**config.mk**
```make
export PLATFORM = sky130hd
export DESIGN_NAME = fp_mult_pipe
export DESIGN_NICKNAME = d
export VERILOG_FILES = /design/src/rtl/fp_pkg.sv /design/src/rtl/fp_round_pack.sv /design/src/rtl/fp_mult_pipe.sv
export SDC_FILE = /design/constraint.sdc
export NUM_CORES = 1
export LEC_CHECK = 0
export BUFFER_PORTS_ARGS = -buffer_cell sky130_fd_sc_hd__buf_4
export CORE_MARGIN = 8
export CORE_UTILIZATION = 55
export CTS_CLUSTER_SIZE = 40
export DETAILED_ROUTE_END_ITERATION = 10
export PLACE_DENSITY = 0.73
export SYNTH_ARGS = -nofsm -noshare
export SYNTH_HDL_FRONTEND = slang
export SYNTH_HIERARCHICAL = 1
export SYNTH_SLANG_ARGS = --single-unit
```
**constraint.sdc**
```tcl
create_clock -name clk -period 13.27 [get_ports clk]
set_clock_uncertainty 0.15 [all_clocks]
set_input_delay 0.6635 -clock clk [delete_from_list [all_inputs] [get_ports clk]]
set_output_delay 0.6635 -clock clk [all_outputs]
set_load 0.02 [all_outputs]
```
**src/rtl/fp_pkg.sv**
```systemverilog
// Shared types and constants for the pipelined floating-point multiplier.
// The optional status flags are enabled with FP_MULT_FLAGS_EN.
package fp_pkg;

  typedef enum logic [1:0] {
    FP_ZERO,
    FP_NORM,
    FP_INF,
    FP_NAN
  } fp_class_e;

  localparam int FLAG_W         = 4;
  localparam int FLAG_INEXACT   = 0;
  localparam int FLAG_UNDERFLOW = 1;
  localparam int FLAG_OVERFLOW  = 2;
  localparam int FLAG_INVALID   = 3;

  function automatic int fp_bias(input int exp_w);
    return (1 << (exp_w - 1)) - 1;
  endfunction

  function automatic int fp_emax(input int exp_w);
    return (1 << exp_w) - 1;
  endfunction

endpackage

```
**src/rtl/fp_round_pack.sv**
```systemverilog
// Final-stage combinational rounding (nearest-even), range check and packing.
// Flag outputs exist only when FP_MULT_FLAGS_EN is defined.
module fp_round_pack
  import fp_pkg::*;
#(
  parameter int EXP_W = 5,
  parameter int MAN_W = 10
) (
  input  logic [MAN_W-1:0]       i_man,
  input  logic                   i_guard,
  input  logic                   i_sticky,
  input  logic [EXP_W+1:0]       i_exp,
  input  logic                   i_sign,
  input  fp_class_e              i_cls,
  output logic [EXP_W+MAN_W:0]   o_word
`ifdef FP_MULT_FLAGS_EN
  ,
  output logic [FLAG_W-1:0]      o_flags
`endif
);

  localparam int EW   = EXP_W + 2;
  localparam int EMAX = fp_emax(EXP_W);

  logic           w_rnd_up;
  logic [MAN_W:0] w_sum;
  logic [EW-1:0]  w_exp_r;
  logic           w_ovf;
  logic           w_unf;

  assign w_rnd_up = i_guard & (i_man[0] | i_sticky);
  assign w_sum    = {1'b0, i_man} + {{MAN_W{1'b0}}, w_rnd_up};
  // A carry out leaves the mantissa at zero, so only the exponent needs bumping.
  assign w_exp_r  = i_exp + {{(EW-1){1'b0}}, w_sum[MAN_W]};
  assign w_ovf    = !w_exp_r[EW-1] && (w_exp_r >= EW'(EMAX));
  assign w_unf    = w_exp_r[EW-1] || (w_exp_r == '0);

  always_comb begin
    o_word = '0;
`ifdef FP_MULT_FLAGS_EN
    o_flags = '0;
`endif
    case (i_cls)
      FP_NAN: begin
        o_word = {1'b0, {EXP_W{1'b1}}, 1'b1, {(MAN_W-1){1'b0}}};
`ifdef FP_MULT_FLAGS_EN
        o_flags[FLAG_INVALID] = 1'b1;
`endif
      end
      FP_INF:  o_word = {i_sign, {EXP_W{1'b1}}, {MAN_W{1'b0}}};
      FP_ZERO: o_word = {i_sign, {(EXP_W+MAN_W){1'b0}}};
      default: begin
        if (w_ovf) begin
          o_word = {i_sign, {EXP_W{1'b1}}, {MAN_W{1'b0}}};
`ifdef FP_MULT_FLAGS_EN
          o_flags[FLAG_OVERFLOW] = 1'b1;
          o_flags[FLAG_INEXACT]  = 1'b1;
`endif
        end else if (w_unf) begin
          o_word = {i_sign, {(EXP_W+MAN_W){1'b0}}};
`ifdef FP_MULT_FLAGS_EN
          o_flags[FLAG_UNDERFLOW] = 1'b1;
          o_flags[FLAG_INEXACT]   = 1'b1;
`endif
        end else begin
          o_word = {i_sign, w_exp_r[EXP_W-1:0], w_sum[MAN_W-1:0]};
`ifdef FP_MULT_FLAGS_EN
          o_flags[FLAG_INEXACT] = i_guard | i_sticky;
`endif
        end
      end
    endcase
  end

endmodule

```
**src/rtl/fp_mult_pipe.sv**
```systemverilog
// Three-stage floating-point multiplier with valid/ready on both sides.
// Define FP_MULT_FLAGS_EN to add the {invalid, overflow, underflow, inexact} flags port.
module fp_mult_pipe
  import fp_pkg::*;
#(
  parameter int EXP_W = 5,
  parameter int MAN_W = 10
) (
  input  logic                  clk,
  input  logic                  rst,
  input  logic                  in_valid,
  output logic                  in_ready,
  input  logic [EXP_W+MAN_W:0]  din_a,
  input  logic [EXP_W+MAN_W:0]  din_b,
  output logic                  out_valid,
  input  logic                  out_ready,
  output logic [EXP_W+MAN_W:0]  dout
`ifdef FP_MULT_FLAGS_EN
  ,
  output logic [FLAG_W-1:0]     flags
`endif
);

  localparam int W    = 1 + EXP_W + MAN_W;
  localparam int EW   = EXP_W + 2;
  localparam int PW   = 2 * MAN_W + 2;
  localparam int BIAS = fp_bias(EXP_W);

  function automatic fp_class_e classify(input logic [EXP_W-1:0] e, input logic [MAN_W-1:0] m);
    fp_class_e c;
    if (e == '0)        c = FP_ZERO;
    else if (e != '1)   c = FP_NORM;
    else if (m == '0)   c = FP_INF;
    else                c = FP_NAN;
    return c;
  endfunction

  logic            w_rdy1, w_rdy2, w_rdy3;
  logic            r_v1, r_v2, r_v3;

  fp_class_e       w_cls_a, w_cls_b, w_cls1;
  logic [PW-1:0]   w_prod;
  logic [EW-1:0]   w_exp1;

  fp_class_e       r_cls1;
  logic            r_sign1;
  logic [PW-1:0]   r_p1;
  logic [EW-1:0]   r_e1;

  logic            w_hi;
  logic [MAN_W-1:0] w_man2;
  logic            w_g2, w_s2;
  logic [EW-1:0]   w_exp2;

  fp_class_e       r_cls2;
  logic            r_sign2;
  logic [MAN_W-1:0] r_man2;
  logic            r_g2, r_s2;
  logic [EW-1:0]   r_e2;

  logic [W-1:0]    w_word3;
  logic [W-1:0]    r_dout;

  // Each stage may load when empty or when the stage below it is moving.
  assign w_rdy3    = !r_v3 || out_ready;
  assign w_rdy2    = !r_v2 || w_rdy3;
  assign w_rdy1    = !r_v1 || w_rdy2;
  assign in_ready  = !rst && w_rdy1;
  assign out_valid = r_v3;
  assign dout      = r_dout;

  assign w_cls_a = classify(din_a[W-2 -: EXP_W], din_a[MAN_W-1:0]);
  assign w_cls_b = classify(din_b[W-2 -: EXP_W], din_b[MAN_W-1:0]);

  always_comb begin
    w_cls1 = FP_NORM;
    if (w_cls_a == FP_NAN || w_cls_b == FP_NAN ||
        (w_cls_a == FP_INF && w_cls_b == FP_ZERO) ||
        (w_cls_a == FP_ZERO && w_cls_b == FP_INF))
      w_cls1 = FP_NAN;
    else if (w_cls_a == FP_INF || w_cls_b == FP_INF)
      w_cls1 = FP_INF;
    else if (w_cls_a == FP_ZERO || w_cls_b == FP_ZERO)
      w_cls1 = FP_ZERO;
  end

  assign w_prod = {{(MAN_W+1){1'b0}}, 1'b1, din_a[MAN_W-1:0]} *
                  {{(MAN_W+1){1'b0}}, 1'b1, din_b[MAN_W-1:0]};
  assign w_exp1 = {2'b00, din_a[W-2 -: EXP_W]} + {2'b00, din_b[W-2 -: EXP_W]} - EW'(BIAS);

  // Product lies in [1,4); a set MSB means the value is in [2,4).
  assign w_hi   = r_p1[PW-1];
  assign w_man2 = w_hi ? r_p1[PW-2 -: MAN_W] : r_p1[PW-3 -: MAN_W];
  assign w_g2   = w_hi ? r_p1[PW-2-MAN_W] : r_p1[PW-3-MAN_W];
  assign w_s2   = w_hi ? |r_p1[PW-3-MAN_W:0] : |r_p1[PW-4-MAN_W:0];
  assign w_exp2 = r_e1 + {{(EW-1){1'b0}}, w_hi};

`ifdef FP_MULT_FLAGS_EN
  logic [FLAG_W-1:0] w_flags3;
  logic [FLAG_W-1:0] r_flags;
  assign flags = r_flags;
`endif

  fp_round_pack #(
    .EXP_W (EXP_W),
    .MAN_W (MAN_W)
  ) u_round_pack (
    .i_man    (r_man2),
    .i_guard  (r_g2),
    .i_sticky (r_s2),
    .i_exp    (r_e2),
    .i_sign   (r_sign2),
    .i_cls    (r_cls2),
    .o_word   (w_word3)
`ifdef FP_MULT_FLAGS_EN
    ,
    .o_flags  (w_flags3)
`endif
  );

  always_ff @(posedge clk) begin
    if (rst) begin
      r_v1    <= 1'b0;
      r_v2    <= 1'b0;
      r_v3    <= 1'b0;
      r_cls1  <= FP_ZERO;
      r_sign1 <= 1'b0;
      r_p1    <= '0;
      r_e1    <= '0;
      r_cls2  <= FP_ZERO;
      r_sign2 <= 1'b0;
      r_man2  <= '0;
      r_g2    <= 1'b0;
      r_s2    <= 1'b0;
      r_e2    <= '0;
      r_dout  <= '0;
`ifdef FP_MULT_FLAGS_EN
      r_flags <= '0;
`endif
    end else begin
      if (w_rdy1) begin
        r_v1 <= in_valid;
        if (in_valid) begin
          r_cls1  <= w_cls1;
          r_sign1 <= din_a[W-1] ^ din_b[W-1];
          r_p1    <= w_prod;
          r_e1    <= w_exp1;
        end
      end
      if (w_rdy2) begin
        r_v2 <= r_v1;
        if (r_v1) begin
          r_cls2  <= r_cls1;
          r_sign2 <= r_sign1;
          r_man2  <= w_man2;
          r_g2    <= w_g2;
          r_s2    <= w_s2;
          r_e2    <= w_exp2;
        end
      end
      // Output registers hold steady while the consumer stalls.
      if (w_rdy3) begin
        r_v3 <= r_v2;
        if (r_v2) begin
          r_dout  <= w_word3;
`ifdef FP_MULT_FLAGS_EN
          r_flags <= w_flags3;
`endif
        end
      end
    end
  end

endmodule

```
==> impl_results.rst, run 1 <==
.. list-table::
   :header-rows: 1

   * - Metric
     - Value
   * - Status
     - finished clean
   * - Residual antenna-violating net count after detailed routing
     - 0
   * - Max-capacitance violation count
     - 0
   * - Synthesized net count
     - between 1,000 and 1,500
   * - Total placed cells including tap cells
     - around 1,100
   * - Global Route Usage Sum
     - between 10% and 20%
   * - Die extent in x
     - between 100 and 150 µm
   * - Count of inserted antenna diode cells
     - 0
   * - Area growth from synthesis to final layout
     - 9.63%
   * - Worst slew margin relative to its limit
     - 37.1%
   * - Critical path endpoint
     - r_p1[18]$_SDFFE_PP0P_
   * - Count of unresolved DRC violations after routing
     - 0
   * - HPWL after detailed placement
     - ~13 mm
   * - Worst slew pin tran
     - between 0.9 and 1 ns
   * - Summed negative setup slack over all endpoints
     - 0 ns
   * - Commonest register cell after synthesis
     - sky130_fd_sc_hd__dfxtp_1
   * - Area share of the largest cell type after synthesis
     - 21.2%
   * - CP startpoint kind
     - input port
   * - Number of synthesized flops with an enable pin
     - 0
   * - Register clock-pin slew on the reported worst setup and hold paths
     - around 0.06 ns
   * - Initial antenna violation count
     - 0
   * - Top cell family by delay on the critical path
     - adder cells
   * - Setup repair after global routing missed its margin
     - false
   * - Buffers and inverters on the worst path
     - 6
   * - Vias after detailed routing
     - 6,190
   * - Number of buffers added by the clock tree synthesis step
     - 9
   * - Worst skew pair latency
     - 0.33 ns
   * - Worst-path cell chain
     - buf_4 > inv_1 > nor2_1 > fa_1 > inv_1 > fa_1 > inv_1 > fa_1 > fa_1 > inv_1 > fa_1 > inv_1 > ha_1 > a21oi_1 > o22ai_1 > a31oi_4 > o21ai_1 > or4_1 > and3_1
   * - Kind of critical path
     - in2reg
   * - CP max stage cell
     - sky130_fd_sc_hd__fa_1
   * - Most repeated cell in the gate-level netlist after synthesis
     - sky130_fd_sc_hd__nand2_1
   * - Post-synthesis cell count
     - 942
   * - Final hold violations
     - 0
   * - Hold Path Origin
     - r_p1[5]$_SDFFE_PP0P_
   * - Post-synthesis average cell area
     - 8.13 µm²
   * - FF-to-FF path depth
     - 13
   * - Crit Reg-Reg Endpoint
     - dout[3]$_SDFFE_PP0P_
   * - Worst Path Required
     - about 13 ns
   * - Leakage power figure
     - a little under 4 nW
   * - Critical Path Sink Type
     - register
   * - Filler cell count in the final layout
     - approximately 1,200
   * - Layout cells sized above 1
     - between 8 and 9%
   * - Maximum resistive drop on vdd
     - between 0.1 and 0.15 mV
   * - Most frequent cells after synthesis
     - sky130_fd_sc_hd__nand2_1, sky130_fd_sc_hd__inv_1, sky130_fd_sc_hd__fa_1
   * - First element of the critical path
     - din_a[1]
   * - Max Freq
     - around 0.19 GHz
   * - Area used by multi-input combinational logic
     - 0.00546 mm²
   * - Deepest clock path buffer count
     - 2
   * - Detailed-route wire length
     - around 17 mm
   * - Final weighted congestion of routability-driven global placement
     - 0.925
   * - Number of cells in the finished layout apart from fillers
     - roughly 1,100
   * - Final Power
     - 1.41 mW
   * - NumNets Final
     - 1,149
   * - Register-to-register setup slack
     - between 9 and 10 ns
   * - Floorplan row count
     - 43
   * - Quantity of hold-fixing buffers added after cts
     - 0
   * - Delay contributed by the slowest stage of the critical path
     - between 0.5 and 0.6 ns
   * - Cell Pwr Density
     - 168 mW/mm²
   * - Slew Limit Fails
     - 0
   * - Synth Cell Area
     - 0.00766 mm²
   * - Biggest fanout along the worst timing path
     - 9
   * - Data arrival at the endpoint of the critical path
     - approximately 5.4 ns
   * - Die Footprint
     - 0.0180 mm²
   * - Die Height
     - between 100 and 150 µm
   * - Class of the most critical hold timing path
     - reg2reg
   * - Synthesis-stage register bit count
     - between 70 and 80
   * - Number of global-route vias before repair
     - a little over 6,000
   * - Detailed-route vias per instance
     - approximately 5.4
   * - Leading cell types by total area after synthesis
     - sky130_fd_sc_hd__fa_1, sky130_fd_sc_hd__dfxtp_1, sky130_fd_sc_hd__ha_1
   * - Synthesis Warnings
     - 6
   * - First-pass GRT wire length
     - approximately 29 mm
   * - Post-CTS sizing
     - 0
   * - Clock root buffer
     - sky130_fd_sc_hd__clkbuf_16
   * - CTS tree
     - yes
   * - Initial DRT Pass Iterations
     - 6
   * - Post-CTS Setup Inserts
     - 0
   * - Number of port buffers
     - 53
   * - Worst path depth
     - 19
   * - Time the worst path needs with I/O delays and setup
     - about 5.4 ns
   * - Ports
     - 54
   * - CTS H-tree lvls
     - 3
   * - Share of synthesized registers carrying an async set or reset
     - 0%
   * - Maximum number of pins on one net before global-route repair
     - 75
   * - Seq. cell area
     - ~0.0015 mm²
   * - CTS Sinks
     - between 70 and 80
   * - Remaining global-route overflow
     - 0
   * - Sequential share of the synthesized area
     - between 10% and 20%
   * - Number of distinct library cell variants in the gate-level netlist after synthesis
     - 64
   * - Initial Utilization
     - between 50% and 60%
   * - Beginning of the worst register-to-register path
     - r_man2[0]$_SDFFE_PP0P_
   * - Post-synth top area cell
     - sky130_fd_sc_hd__fa_1
   * - Average wire length per cell after detail routing
     - between 10 and 15 µm
   * - Placeable core region
     - roughly 0.014 mm²
   * - Iter 0 DRT Violations
     - 383
   * - Final cycle utilization of the critical path
     - around two fifths
   * - Final count of negative-setup-slack endpoints
     - 0
==> worst reg2reg max path, stage by stage, from the launching register on <==
cell	delay, ns
sky130_fd_sc_hd__dfxtp_1	0.36
sky130_fd_sc_hd__o21a_1	0.12
sky130_fd_sc_hd__ha_1	0.23
sky130_fd_sc_hd__ha_1	0.23
sky130_fd_sc_hd__nand4_1	0.18
sky130_fd_sc_hd__nor3_1	0.32
sky130_fd_sc_hd__ha_1	0.39
sky130_fd_sc_hd__nor4bb_1	0.10
sky130_fd_sc_hd__o31ai_1	0.41
sky130_fd_sc_hd__and3_1	0.26
sky130_fd_sc_hd__o211ai_4	0.14
sky130_fd_sc_hd__nor2_1	0.13
sky130_fd_sc_hd__nand2_1	0.06
sky130_fd_sc_hd__a21oi_1	0.15
==> layer usage <==
layer / part of all wire [%] / global-route usage (%) / vias up / routed length [µm]
li1: - / - / 3080 / -
met1: 45 / 23.7 / 2961 / 7470
met2: 49 / 33.8 / 135 / 8220
met3: 4.6 / 3.25 / 14 / 764
met4: 1.5 / 4.93 / 0 / 256
met5: 0 / 0 / - / 0
==> registers in the layout (all words and copies together), names as in the netlist, 2 cells and up <==
| name | count |
|---|---|
| r_cls1 | 2 |
| r_e1 | 7 |
| r_man2 | 10 |
| r_cls2 | 2 |
| r_e2 | 7 |
| dout | 16 |
| r_p1 | 22 |
==> cells in the final DEF (no fill, tap or decap), types with 2 or more instances in the layout <==
| master | Yosys | routed |
|---|---|---|
| sky130_fd_sc_hd__nand2_1 | 148 | 148 |
| sky130_fd_sc_hd__inv_1 | 143 | 143 |
| sky130_fd_sc_hd__fa_1 | 81 | 81 |
| sky130_fd_sc_hd__ha_1 | 74 | 74 |
| sky130_fd_sc_hd__dfxtp_1 | 73 | 73 |
| sky130_fd_sc_hd__a21oi_1 | 61 | 61 |
| sky130_fd_sc_hd__nor2_1 | 58 | 58 |
| sky130_fd_sc_hd__buf_4 | 1 | 55 |
| sky130_fd_sc_hd__and2_1 | 39 | 39 |
| sky130_fd_sc_hd__nand3_1 | 23 | 23 |
| sky130_fd_sc_hd__a211oi_1 | 23 | 23 |
| sky130_fd_sc_hd__xnor2_1 | 19 | 19 |
| sky130_fd_sc_hd__mux2i_1 | 12 | 12 |
| sky130_fd_sc_hd__o21ai_0 | 11 | 11 |
| sky130_fd_sc_hd__xor2_1 | 10 | 10 |
| sky130_fd_sc_hd__nor3_1 | 10 | 10 |
| sky130_fd_sc_hd__nand2b_1 | 9 | 9 |
| sky130_fd_sc_hd__nor4_1 | 9 | 9 |
| sky130_fd_sc_hd__clkbuf_16 | 0 | 9 |
| sky130_fd_sc_hd__a21o_1 | 8 | 8 |
| sky130_fd_sc_hd__and3_1 | 7 | 7 |
| sky130_fd_sc_hd__nand4_1 | 7 | 7 |
| sky130_fd_sc_hd__o21ai_1 | 7 | 7 |
| sky130_fd_sc_hd__nor2b_1 | 6 | 6 |
| sky130_fd_sc_hd__a31oi_1 | 5 | 4 |
| sky130_fd_sc_hd__or4_1 | 3 | 3 |
| sky130_fd_sc_hd__o21a_1 | 3 | 3 |
| sky130_fd_sc_hd__o211ai_1 | 3 | 3 |
| sky130_fd_sc_hd__o31ai_1 | 3 | 3 |
| sky130_fd_sc_hd__or3_1 | 3 | 3 |
| sky130_fd_sc_hd__a31oi_4 | 1 | 2 |
| sky130_fd_sc_hd__a21oi_2 | 2 | 2 |
| sky130_fd_sc_hd__nand3b_1 | 2 | 2 |
| sky130_fd_sc_hd__and4_1 | 2 | 2 |
| sky130_fd_sc_hd__clkinv_4 | 0 | 2 |
| sky130_fd_sc_hd__clkinvlp_4 | 0 | 2 |
| sky130_fd_sc_hd__nor4bb_1 | 2 | 2 |
==> how the worst min path moves through the flow <==
| stage | to | cells past startpoint |
|---|---|---|
| 6_report | r_p1[5]$_SDFFE_PP0P_ | 2 |
| 5_1_grt | r_p1[5]$_SDFFE_PP0P_ | 2 |
| 4_1_cts | r_p1[5]$_SDFFE_PP0P_ | 2 |
| 3_5_place_dp | r_p1[5]$_SDFFE_PP0P_ | 2 |
| 3_3_place_gp | r_p1[6]$_SDFFE_PP0P_ | 2 |
| 2_1_floorplan | r_p1[6]$_SDFFE_PP0P_ | 2 |
==> layout make-up <==
class / count / area share (%)
clock buffer: 10 / 2.84
clock inverter: 6 / 0.804
inverter: 143 / 6.39
multi-input combinational: 676 / 65.0
sequential: 73 / 17.4
tap: 180 / 2.68
timing repair buffer: 55 / 4.92
==> stage by stage <==
step / worst slack (ns) / util (%) / hold slack [ns] / cell area [µm²]
2_1_floorplan: 7.75 / - / 0.278 / 7660
3_3_place_gp: 7.66 / 59.0 / 0.285 / 8090
3_5_place_dp: 7.59 / 59.0 / 0.295 / 8090
4_1_cts: 7.93 / 61.2 / 0.303 / 8400
5_1_grt: 7.55 / 61.2 / 0.311 / 8400
6_report: 7.91 / 61.2 / 0.300 / 8400
==> power breakdown <==
group	internal, mW	switching (mW)
registers	0.247	0.0232
clock network	0.151	0.0938
logic	0.374	0.522
==> kinds of logic after synthesis <==
| kind of cell | share of synthesized area (%) |
|---|---|
| fa+ha+maj | 33.2 |
| xor+xnor | 3.31 |
| mux | 1.57 |
| flops | 19.1 |
| compound gates | 12.1 |
| simple gates | 20.8 |
| buf+inv | 9.90 |
Note: power is estimated with default switching activity, not from simulation.
==> inputs of run 2 (changes only) <==
clock period = 5.4 ns   (was 13.27 ns; I/O delays follow)
==> impl_results.rst, run 2 (synthesized netlist as in run 1, its figures left out) <==
.. list-table::
   :header-rows: 1

   * - Metric
     - Value
   * - Number of port buffers
     - between 50 and 60
   * - Met3 WL
     - between 600 and 700 µm
   * - First-pass GRT wire length
     - 28.4 mm
   * - Maximum resistive drop on vdd
     - about 0.36 mV
   * - Deepest clock path buffer count
     - 2
   * - Vias after detailed routing
     - between 6,000 and 7,000
   * - Global Route Usage Sum
     - 19.2%
   * - Layout cells sized above 1
     - roughly 9.1%
   * - Final critical-path setup slack
     - roughly 0.46 ns
   * - Status
     - finished clean
   * - Leakage power figure
     - slightly below 4 nW
   * - Ports
     - 54
   * - Setup repair after global routing missed its margin
     - false
   * - Count of unresolved DRC violations after routing
     - 0
   * - Maximum number of pins on one net before global-route repair
     - 75
   * - Commonest non-fill, non-tap cells in the layout
     - sky130_fd_sc_hd__nand2_1, sky130_fd_sc_hd__inv_1, sky130_fd_sc_hd__fa_1
   * - Quantity of hold-fixing buffers added after cts
     - 0
   * - Clock root buffer
     - sky130_fd_sc_hd__clkbuf_16
   * - Placeable core region
     - 0.0137 mm²
   * - Worst Hold Margin
     - ~0.098 ns
   * - CTS tree
     - yes
   * - Detailed-route wire length
     - around 17 mm
   * - Routed length on met2
     - slightly above 8 mm
   * - Final count of negative-setup-slack endpoints
     - 0
   * - Register clock-pin slew on the reported worst setup and hold paths
     - ~0.060 ns
   * - Final hold violations
     - 0
   * - Number of global-route vias before repair
     - 6,134
   * - Worst skew pair latency
     - roughly 0.33 ns
   * - Data arrival at the endpoint of the critical path
     - around 5.0 ns
   * - Kind of critical path
     - in2reg
   * - Detailed-route vias per instance
     - between 5 and 6
   * - Final weighted congestion of routability-driven global placement
     - 0.937
   * - Die extent in x
     - approximately 130 µm
   * - Post-Route M1 WL
     - approximately 7.5 mm
   * - Floorplan row count
     - 43
   * - Worst Path Required
     - around 5.4 ns
   * - Max Freq
     - around 0.2 GHz
   * - Average wire length per cell after detail routing
     - between 10 and 15 µm
   * - Residual antenna-violating net count after detailed routing
     - 0
   * - Worst slew pin tran
     - slightly below 1 ns
   * - Initial DRT Pass Iterations
     - 5
   * - CP startpoint kind
     - input port
   * - Initial Utilization
     - 55.9%
   * - CTS H-tree lvls
     - 3
   * - Class of the most critical hold timing path
     - in2reg
   * - Register containing the most flip-flops in the final layout
     - r_p1
   * - Worst slew margin relative to its limit
     - between 30% and 40%
   * - Die Height
     - 134 µm
   * - Die Footprint
     - roughly 0.018 mm²
   * - Biggest fanout along the worst timing path
     - 9
   * - Initial antenna violation count
     - 0
   * - Cell Pwr Density
     - 412 mW/mm²
   * - Final cycle utilization of the critical path
     - about nine tenths
   * - HPWL after detailed placement
     - about 13 mm
   * - Final Power
     - about 3.5 mW
   * - Slew Limit Fails
     - 0
   * - Post-CTS Setup Inserts
     - 0
   * - Count of inserted antenna diode cells
     - 0
   * - Iter 0 DRT Violations
     - a little under 400
   * - Number of buffers added by the clock tree synthesis step
     - 9
   * - Post-CTS sizing
     - 0
   * - Critical Path Sink Type
     - register
   * - Summed negative setup slack over all endpoints
     - 0 ns
   * - Max-capacitance violation count
     - 0
   * - CTS Sinks
     - 73
   * - Remaining global-route overflow
     - 0
   * - Pre-CTS WS
     - between 0.1 and 0.15 ns
   * - Area growth from synthesis to final layout
     - 9.91%
   * - Uppermost layer routed
     - met4
   * - Most common library cell in the layout ignoring fill and taps
     - sky130_fd_sc_hd__nand2_1
   * - Time the worst path needs with I/O delays and setup
     - slightly below 5 ns
   * - Number of flip-flops under the largest register name
     - 22
   * - NumNets Final
     - 1,153
run 2: stage by stage:
stage               util [%]  area (µm²)  std cells
detailed placement      59.2        8120       1131
floorplan                  -        7660        942
global placement        59.2        8120       1131
global route            61.4        8420       1147
CTS                     61.4        8420       1147
finish                  61.4        8420       1147
run 2: worst max-delay path, cell delays in order:
cell	delay [ns]
sky130_fd_sc_hd__buf_4	0.15
sky130_fd_sc_hd__inv_1	0.14
sky130_fd_sc_hd__nor2_1	0.09
sky130_fd_sc_hd__fa_1	0.55
sky130_fd_sc_hd__inv_1	0.05
sky130_fd_sc_hd__fa_1	0.47
sky130_fd_sc_hd__inv_1	0.05
sky130_fd_sc_hd__fa_1	0.50
sky130_fd_sc_hd__fa_1	0.54
sky130_fd_sc_hd__inv_1	0.06
sky130_fd_sc_hd__fa_1	0.53
sky130_fd_sc_hd__inv_1	0.05
sky130_fd_sc_hd__ha_1	0.36
sky130_fd_sc_hd__nand3_1	0.13
sky130_fd_sc_hd__nor2_2	0.17
sky130_fd_sc_hd__o21ai_1	0.14
sky130_fd_sc_hd__and3_1	0.26
sky130_fd_sc_hd__o31ai_1	0.25
sky130_fd_sc_hd__xnor2_1	0.15
sky130_fd_sc_hd__a21oi_1	0.08
run 2: final timing paths:
check / end / depth (start not counted) / start / slack (ns)
max: r_p1[21]$_SDFFE_PP0P_ / 20 / din_b[7] / 0.46
min: r_v1$_SDFFE_PP0N_ / 3 / in_valid / 0.1
min reg2reg: r_p1[6]$_SDFFE_PP0P_ / 2 / r_p1[6]$_SDFFE_PP0P_ / 0.30
max reg2reg: dout[3]$_SDFFE_PP0P_ / 13 / r_man2[0]$_SDFFE_PP0P_ / 2.15
run 2: metal layers:
metal	GRT usage, %	vias to the layer above
met5	0	-
met4	6.36	0
met3	2.95	30
met2	32.8	136
met1	24.2	2926
li1	-	3089
run 2: layout make-up:
class / instances / area (µm²)
clock buffer: 10 / 229
inverter: 143 / 537
clock inverter: 6 / 68.8
multi-input combinational: 676 / 5460
fill: 1225 / 5300
tap: 180 / 225
timing repair buffer: 59 / 443
sequential: 73 / 1460
run 2: where the power goes:
group	switching [mW]	total [mW]	internal [mW]
combinational	1.28	2.22	0.943
sequential	0.0571	0.665	0.608
clock	0.222	0.581	0.359
==> inputs of run 3 (changes only) <==
CORE_ASPECT_RATIO = 2   (was not set)
TNS_END_PERCENT = 10   (was not set)
==> impl_results.rst, run 3 (synthesized netlist as in run 1, its figures left out) <==
.. list-table::
   :header-rows: 1

   * - Metric
     - Value
   * - Status
     - finished clean
   * - Die Height
     - 183 µm
   * - Switching power summed over all nets
     - between 1.5 and 2 mW
   * - Post-layout instance area
     - 0.00840 mm²
   * - Average wire length per cell after detail routing
     - about 16 µm
   * - Initial Utilization
     - 55.8%
   * - Summed negative setup slack over all endpoints
     - 0 ns
   * - Final hold violations
     - 0
   * - Register containing the most flip-flops in the final layout
     - r_p1
   * - Worst slew margin relative to its limit
     - about a third
   * - Critical Path Sink Type
     - register
   * - Sequential power share
     - 18.6%
   * - Filler cell count in the final layout
     - ~1,200
   * - Deepest clock path buffer count
     - 2
   * - Most common library cell in the layout ignoring fill and taps
     - sky130_fd_sc_hd__nand2_1
   * - Post-CTS Setup Inserts
     - 0
   * - Max-capacitance violation count
     - 0
   * - Initial DRT Pass Iterations
     - 5
   * - Vias after detailed routing
     - approximately 6,400
   * - Die extent in x
     - approximately 99 µm
   * - Detailed-route wire length
     - ~18 mm
   * - First-pass GRT wire length
     - 31.8 mm
   * - Max Freq
     - 0.200 GHz
   * - Pint
     - a little under 2 mW
   * - Cell area after placement
     - between 0.008 and 0.009 mm²
   * - Leakage power figure
     - 3.95 nW
   * - Utilization of the core after routing
     - 61.1%
   * - Placeable core region
     - about 0.014 mm²
   * - Biggest fanout along the worst timing path
     - 5
   * - Total placed cells including tap cells
     - between 1,000 and 1,500
   * - Number of flip-flops under the largest register name
     - 22
   * - Worst Path Required
     - 5.45 ns
   * - Number of buffers added by the clock tree synthesis step
     - 9
   * - Final count of negative-setup-slack endpoints
     - 0
   * - Setup repair after global routing missed its margin
     - false
   * - Time the worst path needs with I/O delays and setup
     - around 5.0 ns
   * - Global Route Usage Sum
     - around 21%
   * - CTS Sinks
     - 73
   * - Detailed-route vias per instance
     - 5.68
   * - Worst slew pin tran
     - just under 1 ns
   * - Remaining global-route overflow
     - 0
   * - Data arrival at the endpoint of the critical path
     - 5.05 ns
   * - Commonest non-fill, non-tap cells in the layout
     - sky130_fd_sc_hd__nand2_1, sky130_fd_sc_hd__inv_1, sky130_fd_sc_hd__fa_1
   * - Layout cells sized above 1
     - ~9%
   * - Number of port buffers
     - between 50 and 60
   * - Clock root buffer
     - sky130_fd_sc_hd__clkbuf_16
   * - NumNets Final
     - 1,151
   * - Post-CTS sizing
     - 0
   * - Number of cells in the finished layout apart from fillers
     - between 1,000 and 1,500
   * - Number of global-route vias before repair
     - between 6,000 and 7,000
   * - Floorplan row count
     - 61
   * - Kind of critical path
     - in2reg
   * - Class of the most critical hold timing path
     - in2reg
   * - Initial antenna violation count
     - 0
   * - Maximum number of pins on one net before global-route repair
     - 75
   * - Ports
     - 54
   * - Worst skew pair latency
     - 0.33 ns
   * - Part of the total power dissipated in the clock network
     - a little under a fifth
   * - Die Footprint
     - ~0.018 mm²
   * - Final cycle utilization of the critical path
     - 92.5%
   * - Register clock-pin slew on the reported worst setup and hold paths
     - 0.06 ns
   * - Maximum resistive drop on vdd
     - 0.704 mV
   * - Switching part of the total power
     - between 40 and 50%
   * - CTS tree
     - yes
   * - HPWL after detailed placement
     - between 10 and 15 mm
   * - Quantity of hold-fixing buffers added after cts
     - 0
   * - Residual antenna-violating net count after detailed routing
     - 0
   * - Slew Limit Fails
     - 0
   * - Cell Pwr Density
     - 426 mW/mm²
   * - Count of unresolved DRC violations after routing
     - 0
   * - Final weighted congestion of routability-driven global placement
     - 0.901
   * - CP startpoint kind
     - input port
   * - Area growth from synthesis to final layout
     - 9.63%
   * - CTS H-tree lvls
     - 3
   * - Iter 0 DRT Violations
     - approximately 360
   * - Count of inserted antenna diode cells
     - 0
   * - Combinational power share
     - around 63%
-- run 3: worst paths after layout --
kind                               start                     to  slack (ns)  cells past startpoint
setup reg to reg  r_man2[0]$_SDFFE_PP0P_   dout[7]$_SDFFE_PP0P_        2.06                     13
hold reg to reg     r_p1[1]$_SDFFE_PP0P_   r_p1[1]$_SDFFE_PP0P_        0.30                      2
setup / recovery                din_a[1]  r_p1[21]$_SDFFE_PP0P_        0.40                     20
hold / removal                  in_valid      r_v1$_SDFFE_PP0N_        0.08                      3
-- run 3: worst max-delay path, stage by stage --
cell	delay, ns
sky130_fd_sc_hd__buf_4	0.12
sky130_fd_sc_hd__inv_1	0.15
sky130_fd_sc_hd__nor2_1	0.10
sky130_fd_sc_hd__fa_1	0.50
sky130_fd_sc_hd__inv_1	0.05
sky130_fd_sc_hd__fa_1	0.52
sky130_fd_sc_hd__inv_1	0.05
sky130_fd_sc_hd__fa_1	0.52
sky130_fd_sc_hd__fa_1	0.55
sky130_fd_sc_hd__inv_1	0.06
sky130_fd_sc_hd__fa_1	0.55
sky130_fd_sc_hd__inv_1	0.05
sky130_fd_sc_hd__ha_1	0.36
sky130_fd_sc_hd__nand3_1	0.13
sky130_fd_sc_hd__nor2_2	0.16
sky130_fd_sc_hd__o21ai_1	0.13
sky130_fd_sc_hd__and3_1	0.25
sky130_fd_sc_hd__o31ai_1	0.28
sky130_fd_sc_hd__xnor2_1	0.16
sky130_fd_sc_hd__a21oi_1	0.08
-- run 3: layout make-up --
type / instances / area (µm²) / share of cell area (%)
multi-input combinational: 676 / 5450 / 64.9
timing repair buffer: 57 / 428 / 5.09
tap: 157 / 196 / 2.34
inverter: 143 / 537 / 6.39
clock buffer: 10 / 239 / 2.84
sequential: 73 / 1460 / 17.4
clock inverter: 6 / 90.1 / 1.07
-- run 3: metal layers --
layer | vias up | global-route usage, % | routed length (µm)
met1 | 3122 | 24.4 | 7040
met2 | 133 | 39.2 | 9610
met3 | 41 | 2.13 | 624
met5 | - | 0 | 0
met4 | 0 | 9.27 | 569
li1 | 3081 | - | -
-- run 3: power by group through the flow --
| stage | clock (mW) | sequential [mW] | combinational [mW] |
|---|---|---|---|
| final | 0.647 | 0.665 | 2.27 |
| after global routing | 0.678 | 0.676 | 2.60 |
| after CTS | 0.656 | 0.665 | 2.27 |
| after detailed placement | 0 | 0.676 | 2.25 |
| after global placement | 0 | 0.675 | 2.19 |
| after floorplan | 0 | 0.652 | 1.78 |
-- run 3: through the flow --
step / hold WS [ns] / power, mW / setup WS (ns)
2_1_floorplan: 0.271 / 2.44 / 0.275
4_1_cts: 0.0651 / 3.59 / 0.406
3_5_place_dp: 0.293 / 2.93 / 0.0587
6_report: 0.0761 / 3.58 / 0.402
3_3_place_gp: 0.290 / 2.87 / 0.195
5_1_grt: 0.117 / 3.95 / 0.0730
